<file path="src/rtl/led_matrix_scanner_pkg.sv">
// Shared types and constants for the 8x8 LED matrix scanner.
// Contents: matrix geometry, scan state enum, row/column types and the
// row-strobe encoding helper (active-low one-hot).
package led_matrix_pkg;
   localparam int NUM_ROWS  = 8;
   localparam int NUM_COLS  = 8;
   localparam int NUM_SLOTS = 16;

   typedef enum logic [1:0] {
      OFF   = 2'd0,
      BLANK = 2'd1,
      DRIVE = 2'd2
   } scan_state_t;

   typedef logic [2:0]          row_idx_t;
   typedef logic [NUM_COLS-1:0] col_t;

   localparam logic [3:0] LAST_SLOT = 4'(NUM_SLOTS - 1);
   localparam row_idx_t   LAST_ROW  = 3'(NUM_ROWS - 1);

   // Active-low strobe pattern that selects exactly one row.
   function automatic col_t row_strobe(input row_idx_t idx);
      return ~(8'h01 << idx);
   endfunction
endpackage

</file>
<file path="src/rtl/led_matrix_scanner_if.sv">
// Back-buffer write port of the LED matrix scanner.
// Signals: wr_valid/wr_ready handshake, wr_row (target row), wr_data (column
// bits, bit0 = column 0). master = writer (CPU / board top), slave = scanner.
interface led_matrix_scanner_if;
   import led_matrix_pkg::*;

   logic     wr_valid;
   logic     wr_ready;
   row_idx_t wr_row;
   col_t     wr_data;

   modport master (output wr_valid, output wr_row, output wr_data, input wr_ready);
   modport slave  (input wr_valid, input wr_row, input wr_data, output wr_ready);
endinterface

</file>
<file path="src/rtl/led_matrix_scanner_frame_buffer.sv">
// Double-buffered 8x8 framebuffer.
// Ports: clock, reset_n (sync, active-low), wr_en/wr_row/wr_data write into the
// back bank, swap flips front/back, rd_row/rd_data read the front bank
// combinationally.
module led_frame_buffer
   import led_matrix_pkg::*;
(
   input  logic     clock,
   input  logic     reset_n,
   input  logic     wr_en,
   input  row_idx_t wr_row,
   input  col_t     wr_data,
   input  logic     swap,
   input  row_idx_t rd_row,
   output col_t     rd_data
);
   logic [NUM_ROWS-1:0][NUM_COLS-1:0] bank0_r;
   logic [NUM_ROWS-1:0][NUM_COLS-1:0] bank1_r;
   logic                              front_sel_r;

   // Bank storage: writes target the bank not on display; swap exchanges roles.
   always_ff @(posedge clock) begin
      if (!reset_n) begin
         bank0_r     <= {(NUM_ROWS * NUM_COLS){1'b0}};
         bank1_r     <= {(NUM_ROWS * NUM_COLS){1'b0}};
         front_sel_r <= 1'b0;
      end else begin
         if (wr_en) begin
            if (front_sel_r) begin
               bank0_r[wr_row] <= wr_data;
            end else begin
               bank1_r[wr_row] <= wr_data;
            end
         end
         if (swap) begin
            front_sel_r <= ~front_sel_r;
         end
      end
   end

   // Front-bank read for the row currently being scanned.
   always_comb begin
      if (front_sel_r) begin
         rd_data = bank1_r[rd_row];
      end else begin
         rd_data = bank0_r[rd_row];
      end
   end
endmodule

</file>
<file path="src/rtl/led_matrix_scanner.sv">
// Time-multiplexed scan controller for the 8x8 LED matrix.
// Ports: clock, reset_n (sync, active-low), enable (0 blanks the matrix),
// wr (back-buffer write port), swap_req/swap_pending (frame-boundary buffer
// swap), brightness/brightness_we (global 16-level PWM), row (active-low
// strobes), d (column data), frame_start (pulse as row 0 enters BLANK).
// All outputs are registered and lag the scan state by one cycle.
module led_matrix_scanner
   import led_matrix_pkg::*;
#(
   parameter int         SLOT_CYCLES      = 105,
   parameter int         BLANK_CYCLES     = 16,
   parameter logic [3:0] RESET_BRIGHTNESS = 4'd15
)(
   input  logic                clock,
   input  logic                reset_n,
   input  logic                enable,
   led_matrix_scanner_if.slave wr,
   input  logic                swap_req,
   output logic                swap_pending,
   input  logic [3:0]          brightness,
   input  logic                brightness_we,
   output col_t                row,
   output col_t                d,
   output logic                frame_start
);
   localparam int CNT_MAX = (SLOT_CYCLES > BLANK_CYCLES) ? SLOT_CYCLES : BLANK_CYCLES;
   localparam int CNT_W   = $clog2(CNT_MAX + 1);
   localparam logic [CNT_W-1:0] SLOT_LAST  = CNT_W'(SLOT_CYCLES - 1);
   localparam logic [CNT_W-1:0] BLANK_LAST = CNT_W'(BLANK_CYCLES - 1);

   scan_state_t      state_r, state_s;
   row_idx_t         idx_r, idx_s;
   logic [3:0]       slot_r, slot_s;
   logic [CNT_W-1:0] cnt_r, cnt_s;
   logic [3:0]       bright_lat_r, bright_lat_s;
   logic [3:0]       bright_act_r, bright_act_s;
   logic             pend_r, pend_s;
   logic             ready_r;
   logic             boundary_s;
   logic             swap_s;
   logic             wr_en_s;
   logic             lit_s;
   col_t             front_row_s;
   col_t             row_r;
   col_t             d_r;
   logic             fs_r;

   assign wr_en_s = wr.wr_valid && ready_r;
   // Swap only happens for a request already pending before this boundary.
   assign swap_s  = boundary_s && pend_r;
   assign lit_s   = (state_r == DRIVE) && (slot_r < bright_act_r);

   led_frame_buffer u_fb (
      .clock   (clock),
      .reset_n (reset_n),
      .wr_en   (wr_en_s),
      .wr_row  (wr.wr_row),
      .wr_data (wr.wr_data),
      .swap    (swap_s),
      .rd_row  (idx_r),
      .rd_data (front_row_s)
   );

   // Next-state logic for the scan FSM, counters, brightness and swap request.
   always_comb begin
      state_s      = state_r;
      idx_s        = idx_r;
      slot_s       = slot_r;
      cnt_s        = cnt_r;
      bright_act_s = bright_act_r;
      boundary_s   = 1'b0;

      // A write of the brightness in the same cycle as BLANK entry is honoured.
      if (brightness_we) begin
         bright_lat_s = brightness;
      end else begin
         bright_lat_s = bright_lat_r;
      end

      if (!enable) begin
         state_s = OFF;
         idx_s   = 3'd0;
         slot_s  = 4'd0;
         cnt_s   = {CNT_W{1'b0}};
      end else begin
         case (state_r)
            OFF: begin
               state_s      = BLANK;
               idx_s        = 3'd0;
               slot_s       = 4'd0;
               cnt_s        = {CNT_W{1'b0}};
               bright_act_s = bright_lat_s;
               boundary_s   = 1'b1;
            end
            BLANK: begin
               if (cnt_r == BLANK_LAST) begin
                  state_s = DRIVE;
                  slot_s  = 4'd0;
                  cnt_s   = {CNT_W{1'b0}};
               end else begin
                  cnt_s = cnt_r + CNT_W'(1);
               end
            end
            DRIVE: begin
               if (cnt_r == SLOT_LAST) begin
                  cnt_s = {CNT_W{1'b0}};
                  if (slot_r == LAST_SLOT) begin
                     state_s      = BLANK;
                     slot_s       = 4'd0;
                     idx_s        = idx_r + 3'd1;
                     bright_act_s = bright_lat_s;
                     // Leaving the last row wraps the index: this is the frame boundary.
                     boundary_s   = (idx_r == LAST_ROW);
                  end else begin
                     slot_s = slot_r + 4'd1;
                  end
               end else begin
                  cnt_s = cnt_r + CNT_W'(1);
               end
            end
            default: begin
               state_s = OFF;
               idx_s   = 3'd0;
               slot_s  = 4'd0;
               cnt_s   = {CNT_W{1'b0}};
            end
         endcase
      end

      if (swap_s) begin
         pend_s = 1'b0;
      end else if (swap_req) begin
         pend_s = 1'b1;
      end else begin
         pend_s = pend_r;
      end
   end

   // State, counter and output registers; outputs follow the registered state.
   always_ff @(posedge clock) begin
      if (!reset_n) begin
         state_r      <= OFF;
         idx_r        <= 3'd0;
         slot_r       <= 4'd0;
         cnt_r        <= {CNT_W{1'b0}};
         bright_lat_r <= RESET_BRIGHTNESS;
         bright_act_r <= RESET_BRIGHTNESS;
         pend_r       <= 1'b0;
         ready_r      <= 1'b1;
         row_r        <= 8'hFF;
         d_r          <= 8'h00;
         fs_r         <= 1'b0;
      end else begin
         state_r      <= state_s;
         idx_r        <= idx_s;
         slot_r       <= slot_s;
         cnt_r        <= cnt_s;
         bright_lat_r <= bright_lat_s;
         bright_act_r <= bright_act_s;
         pend_r       <= pend_s;
         ready_r      <= ~pend_s;
         row_r        <= lit_s ? row_strobe(idx_r) : 8'hFF;
         d_r          <= lit_s ? front_row_s : 8'h00;
         fs_r         <= (state_r == BLANK) && (cnt_r == {CNT_W{1'b0}}) && (idx_r == 3'd0);
      end
   end

   assign row          = row_r;
   assign d            = d_r;
   assign frame_start  = fs_r;
   assign swap_pending = pend_r;
   assign wr.wr_ready  = ready_r;
endmodule
</file>
<file path="src/flat_wrapper.sv">
// flat-port wrapper written by rule: the top's interface ports become plain ports
module led_matrix_scanner_flat import led_matrix_pkg::*;
#(
   parameter int         SLOT_CYCLES      = 105,
   parameter int         BLANK_CYCLES     = 16,
   parameter logic [3:0] RESET_BRIGHTNESS = 4'd15
)
  (clock, reset_n, enable, swap_req, swap_pending, brightness, brightness_we, row, d, frame_start, wr_wr_valid, wr_wr_row, wr_wr_data, wr_wr_ready);
  led_matrix_scanner_if wr_i ();
  input  logic clock;
  input  logic reset_n;
  input  logic enable;
  input  logic swap_req;
  output logic swap_pending;
  input  logic [3:0] brightness;
  input  logic brightness_we;
  output col_t row;
  output col_t d;
  output logic frame_start;
  input wire logic [$bits(wr_i.wr_valid)-1:0] wr_wr_valid;
  input wire logic [$bits(wr_i.wr_row)-1:0] wr_wr_row;
  input wire logic [$bits(wr_i.wr_data)-1:0] wr_wr_data;
  output wire logic [$bits(wr_i.wr_ready)-1:0] wr_wr_ready;
  assign wr_i.wr_valid = wr_wr_valid;
  assign wr_i.wr_row = wr_wr_row;
  assign wr_i.wr_data = wr_wr_data;
  assign wr_wr_ready = wr_i.wr_ready;
  led_matrix_scanner #(.SLOT_CYCLES(SLOT_CYCLES), .BLANK_CYCLES(BLANK_CYCLES), .RESET_BRIGHTNESS(RESET_BRIGHTNESS)) u_core (.clock(clock), .reset_n(reset_n), .enable(enable), .wr(wr_i), .swap_req(swap_req), .swap_pending(swap_pending), .brightness(brightness), .brightness_we(brightness_we), .row(row), .d(d), .frame_start(frame_start));
endmodule
</file>
<file path="config.mk">
export PLATFORM = sky130hd
export DESIGN_NAME = led_matrix_scanner_flat
export DESIGN_NICKNAME = d
export VERILOG_FILES = /design/src/rtl/led_matrix_scanner_pkg.sv /design/src/rtl/led_matrix_scanner_if.sv /design/src/rtl/led_matrix_scanner_frame_buffer.sv /design/src/rtl/led_matrix_scanner.sv /design/src/flat_wrapper.sv
export SDC_FILE = /design/constraint.sdc
export NUM_CORES = 1
export LEC_CHECK = 0
export CAP_MARGIN = 25
export CORE_ASPECT_RATIO = 1.2
export CORE_MARGIN = 8
export CORE_UTILIZATION = 64
export DETAILED_ROUTE_END_ITERATION = 8
export PLACE_DENSITY_LB_ADDON = 0.15
export SLEW_MARGIN = 10
export SYNTH_ARGS = -nofsm -noshare
export SYNTH_HDL_FRONTEND = slang
export SYNTH_SLANG_ARGS = --single-unit
export TNS_END_PERCENT = 30
</file>
<file path="constraint.sdc">
create_clock -name clock -period 4.09 [get_ports clock]
set_clock_uncertainty 0.1 [all_clocks]
set_input_delay 0.409 -clock clock [delete_from_list [all_inputs] [get_ports clock]]
set_output_delay 0.409 -clock clock [all_outputs]
set_load 0.05 [all_outputs]
</file>
==> flow_summary.toml <==
[grt]
maximum_number_of_pins_on_one_net_before_global_route_repair = 79
remaining_global_route_overflow = 0
global_route.usage.total = 0.248
grt_pass1_wl_um = 30500
antenna_found_initial = 0
grt_pass1_vias = 6060

[yosys]
synth.ff_latch_count = 172
synthTopCellsByArea = "dfxtp_1 45%, mux4_2 9.5%, mux2i_1 8.9%"
synth_edf_count = 0
yosys.cell_types.count = 48
ys_top_cells_by_count = "172 x dfxtp_1, 95 x nand2_1, 90 x a21oi_1"
yosysMostFrequentCell = "dfxtp_1"
postSynthNetCount = 836
synth.largest_area_cell = "dfxtp_1"
post_synthesis_cell_area_mm2 = 0.00762
synth_warnings = 0
yosys.area.top_type_share = 0.452
async_reset_ff_frac = 0
postSynthAreaPerCell_um2 = 9.54
predominant_post_synthesis_flop_cell = "dfxtp_1"
seq_area_frac_synth = 0.452
post_synth_inst_count = 799

[clock_network]
post_cts.repair.setup_buffers = 0
ctsHtreeMaxLevel = 4
ctsHoldBuffers = 0
cts_buffers = 17
clk_root_buffer_cell = "clkbuf_16"
clock_sink_count = 172
clock_insertion_delay_worst_skew_ns = 0.43
post_cts.resized_instances = 0
cts-root-to-sink-buffers = 2
tritoncts = "built"
clk_pin_slew_ns = 0.06

[run]
drv.max_cap_violation_count = 0

[timing]
final_max_slew_viol_count = 0
final.setup.worst_slack_ns = 1.63
timing.final.crit_period_ns = 2.46
final.hold.worst_slack_ns = 0.364
period_share = 0.603
rsz0062_at_grt = "no"
finalSetupViolations = 0
timing.fmax_mhz = 406
setup_tns_ns = 0
worst_pin_slew_ns = 0.853
worst_slew_margin_rel = 0.429
hold_viol = 0

[routing]
route.detailed.vias_per_inst = 6.28
post_drt_wl_per_cell_um = 19.6
drt_first_pass_iters = 5
antenna_violating_nets_post_route = 0
detail_route.iter0.violations = 702
wire_length_reported_by_the_detailed_router_um = 19200
num_vias = 6133
drt_drc_violations_left = 0

[setup_path]
worst_setup_path_start_kind = "register"
timing_worst_setup_path_type = "register to register"
worst_setup_path_endpoint = "u_core.d[5]"
crit_required_ns = 4.28
reg2reg_from = "u_core.idx_r[0]"
crit_arrival_ns = 2.65
worst-r2r-cell-count = 5
rr_endpoint = "u_core.d[5]"
critPathLaunch = "u_core.idx_r[0]"
critPathMaxFanout = 25
setup.reg_to_reg.worst_slack_ns = 1.63
crit_path_end_kind = "register"

[floorplanning]
die_width_um = 116
die_height_um = 136
core_region_area_mm2 = 0.0116
placementRows = 43
pin_count = 40
initial_core_util = 0.656
dieArea_mm2 = 0.0157

[cells_and_area]
layout.cell_area.non_filler_mm2 = 0.00867
layout-drive-gt1-share = 0.113
layout-area-overhead-vs-synth_pct = 13.8
diodes = 0
finish.net_count = 844

[power]
power_density_mw_per_mm2 = 415
power_w = 0.00360
leakage_nw = 3.39
max-vdd-ir-drop_mv = 0.282

[placement]
postPlaceCellArea_mm2 = 0.00807
io_buffer_count = 39
place.detailed.hpwl_um = 12700
gpl.final_weighted_congestion = 0.828
place_worst_setup_slack_ns = 1.52

[min_path]
min_delay_path_class = "register to register"
holdPathStages = 1

[run_status]
outcome = "completed"
## kinds of logic after synthesis
family,share of synthesized area
AND/OR/NAND/NOR,0.126
AO/OA/AOI/OAI,0.146
flip-flops,0.452
multiplexers,0.202
buffers and inverters,0.0428
adder cells (fa/ha/maj),0.0263
XOR/XNOR,0.00574
## per-stage QoR
step	util	instances
floorplan	-	799
global placement	0.692	944
detailed placement	0.694	945
CTS	0.746	977
global route	0.746	977
finish	0.746	977
## power by group
| part | switching, W | internal [W] |
|---|---|---|
| Combinational | 0.000141 | 0.0000756 |
| Sequential | 0.0000144 | 0.00170 |
| Clock | 0.000651 | 0.00102 |
## worst max-delay path, stage by stage (launching register included)
cell      delay [ns]
dfxtp_2         0.58
buf_4           0.52
mux4_2          0.60
mux2i_1         0.24
mux2_2          0.21
a211oi_1        0.05
## cell usage in the layout, fill, tap and decap left out, types with 14 or more instances in the layout
| cell type | instances |
|---|---|
| a21oi_1 | 90 |
| clkbuf_16 | 17 |
| clkdlybuf4s50_1 | 39 |
| dfxtp_1 | 171 |
| ha_1 | 16 |
| inv_1 | 14 |
| mux2i_1 | 68 |
| mux4_2 | 32 |
| nand2_1 | 95 |
| nor2_1 | 70 |
| o21ai_0 | 81 |
## how the worst min path moves through the flow
stage                           start                     end  slack [ns]
2_1_floorplan         u_core.cnt_r[0]         u_core.cnt_r[0]        0.33
3_3_place_gp          u_core.cnt_r[0]         u_core.cnt_r[0]        0.34
3_5_place_dp   u_core.u_fb.bank1_r[1]  u_core.u_fb.bank1_r[1]        0.35
4_1_cts        u_core.u_fb.bank1_r[2]  u_core.u_fb.bank1_r[2]        0.37
5_1_grt        u_core.u_fb.bank1_r[5]  u_core.u_fb.bank1_r[5]        0.39
6_report              u_core.cnt_r[0]         u_core.cnt_r[0]        0.36
## metal layers
layer,routed length (um),global-route usage,vias up
met3,1190,0.0455,44
met2,9800,0.437,252
met1,7680,0.285,2998
li1,-,-,2839
met5,0,0,-
met4,538,0.113,0
## state kept, by name (all words and copies together) (netlist names), 4 cells and up
signal,cells
u_core.bright_act_r,4
u_core.cnt_r,7
u_core.d,8
u_core.u_fb.bank0_r,64
u_core.u_fb.bank1_r,64
u_core.slot_r,4
u_core.row,8
u_core.bright_lat_r,4
## area by class of cell
class | instances | area [um^2]
Inverter | 16 | 61.3
Sequential cell | 172 | 3440
Multi-Input combinational cell | 548 | 3850
Fill cell | 853 | 2950
Timing Repair Buffer | 52 | 508
Clock inverter | 11 | 168
Tap cell | 157 | 196
Clock buffer | 21 | 440
(Power assumes the default switching activity.)
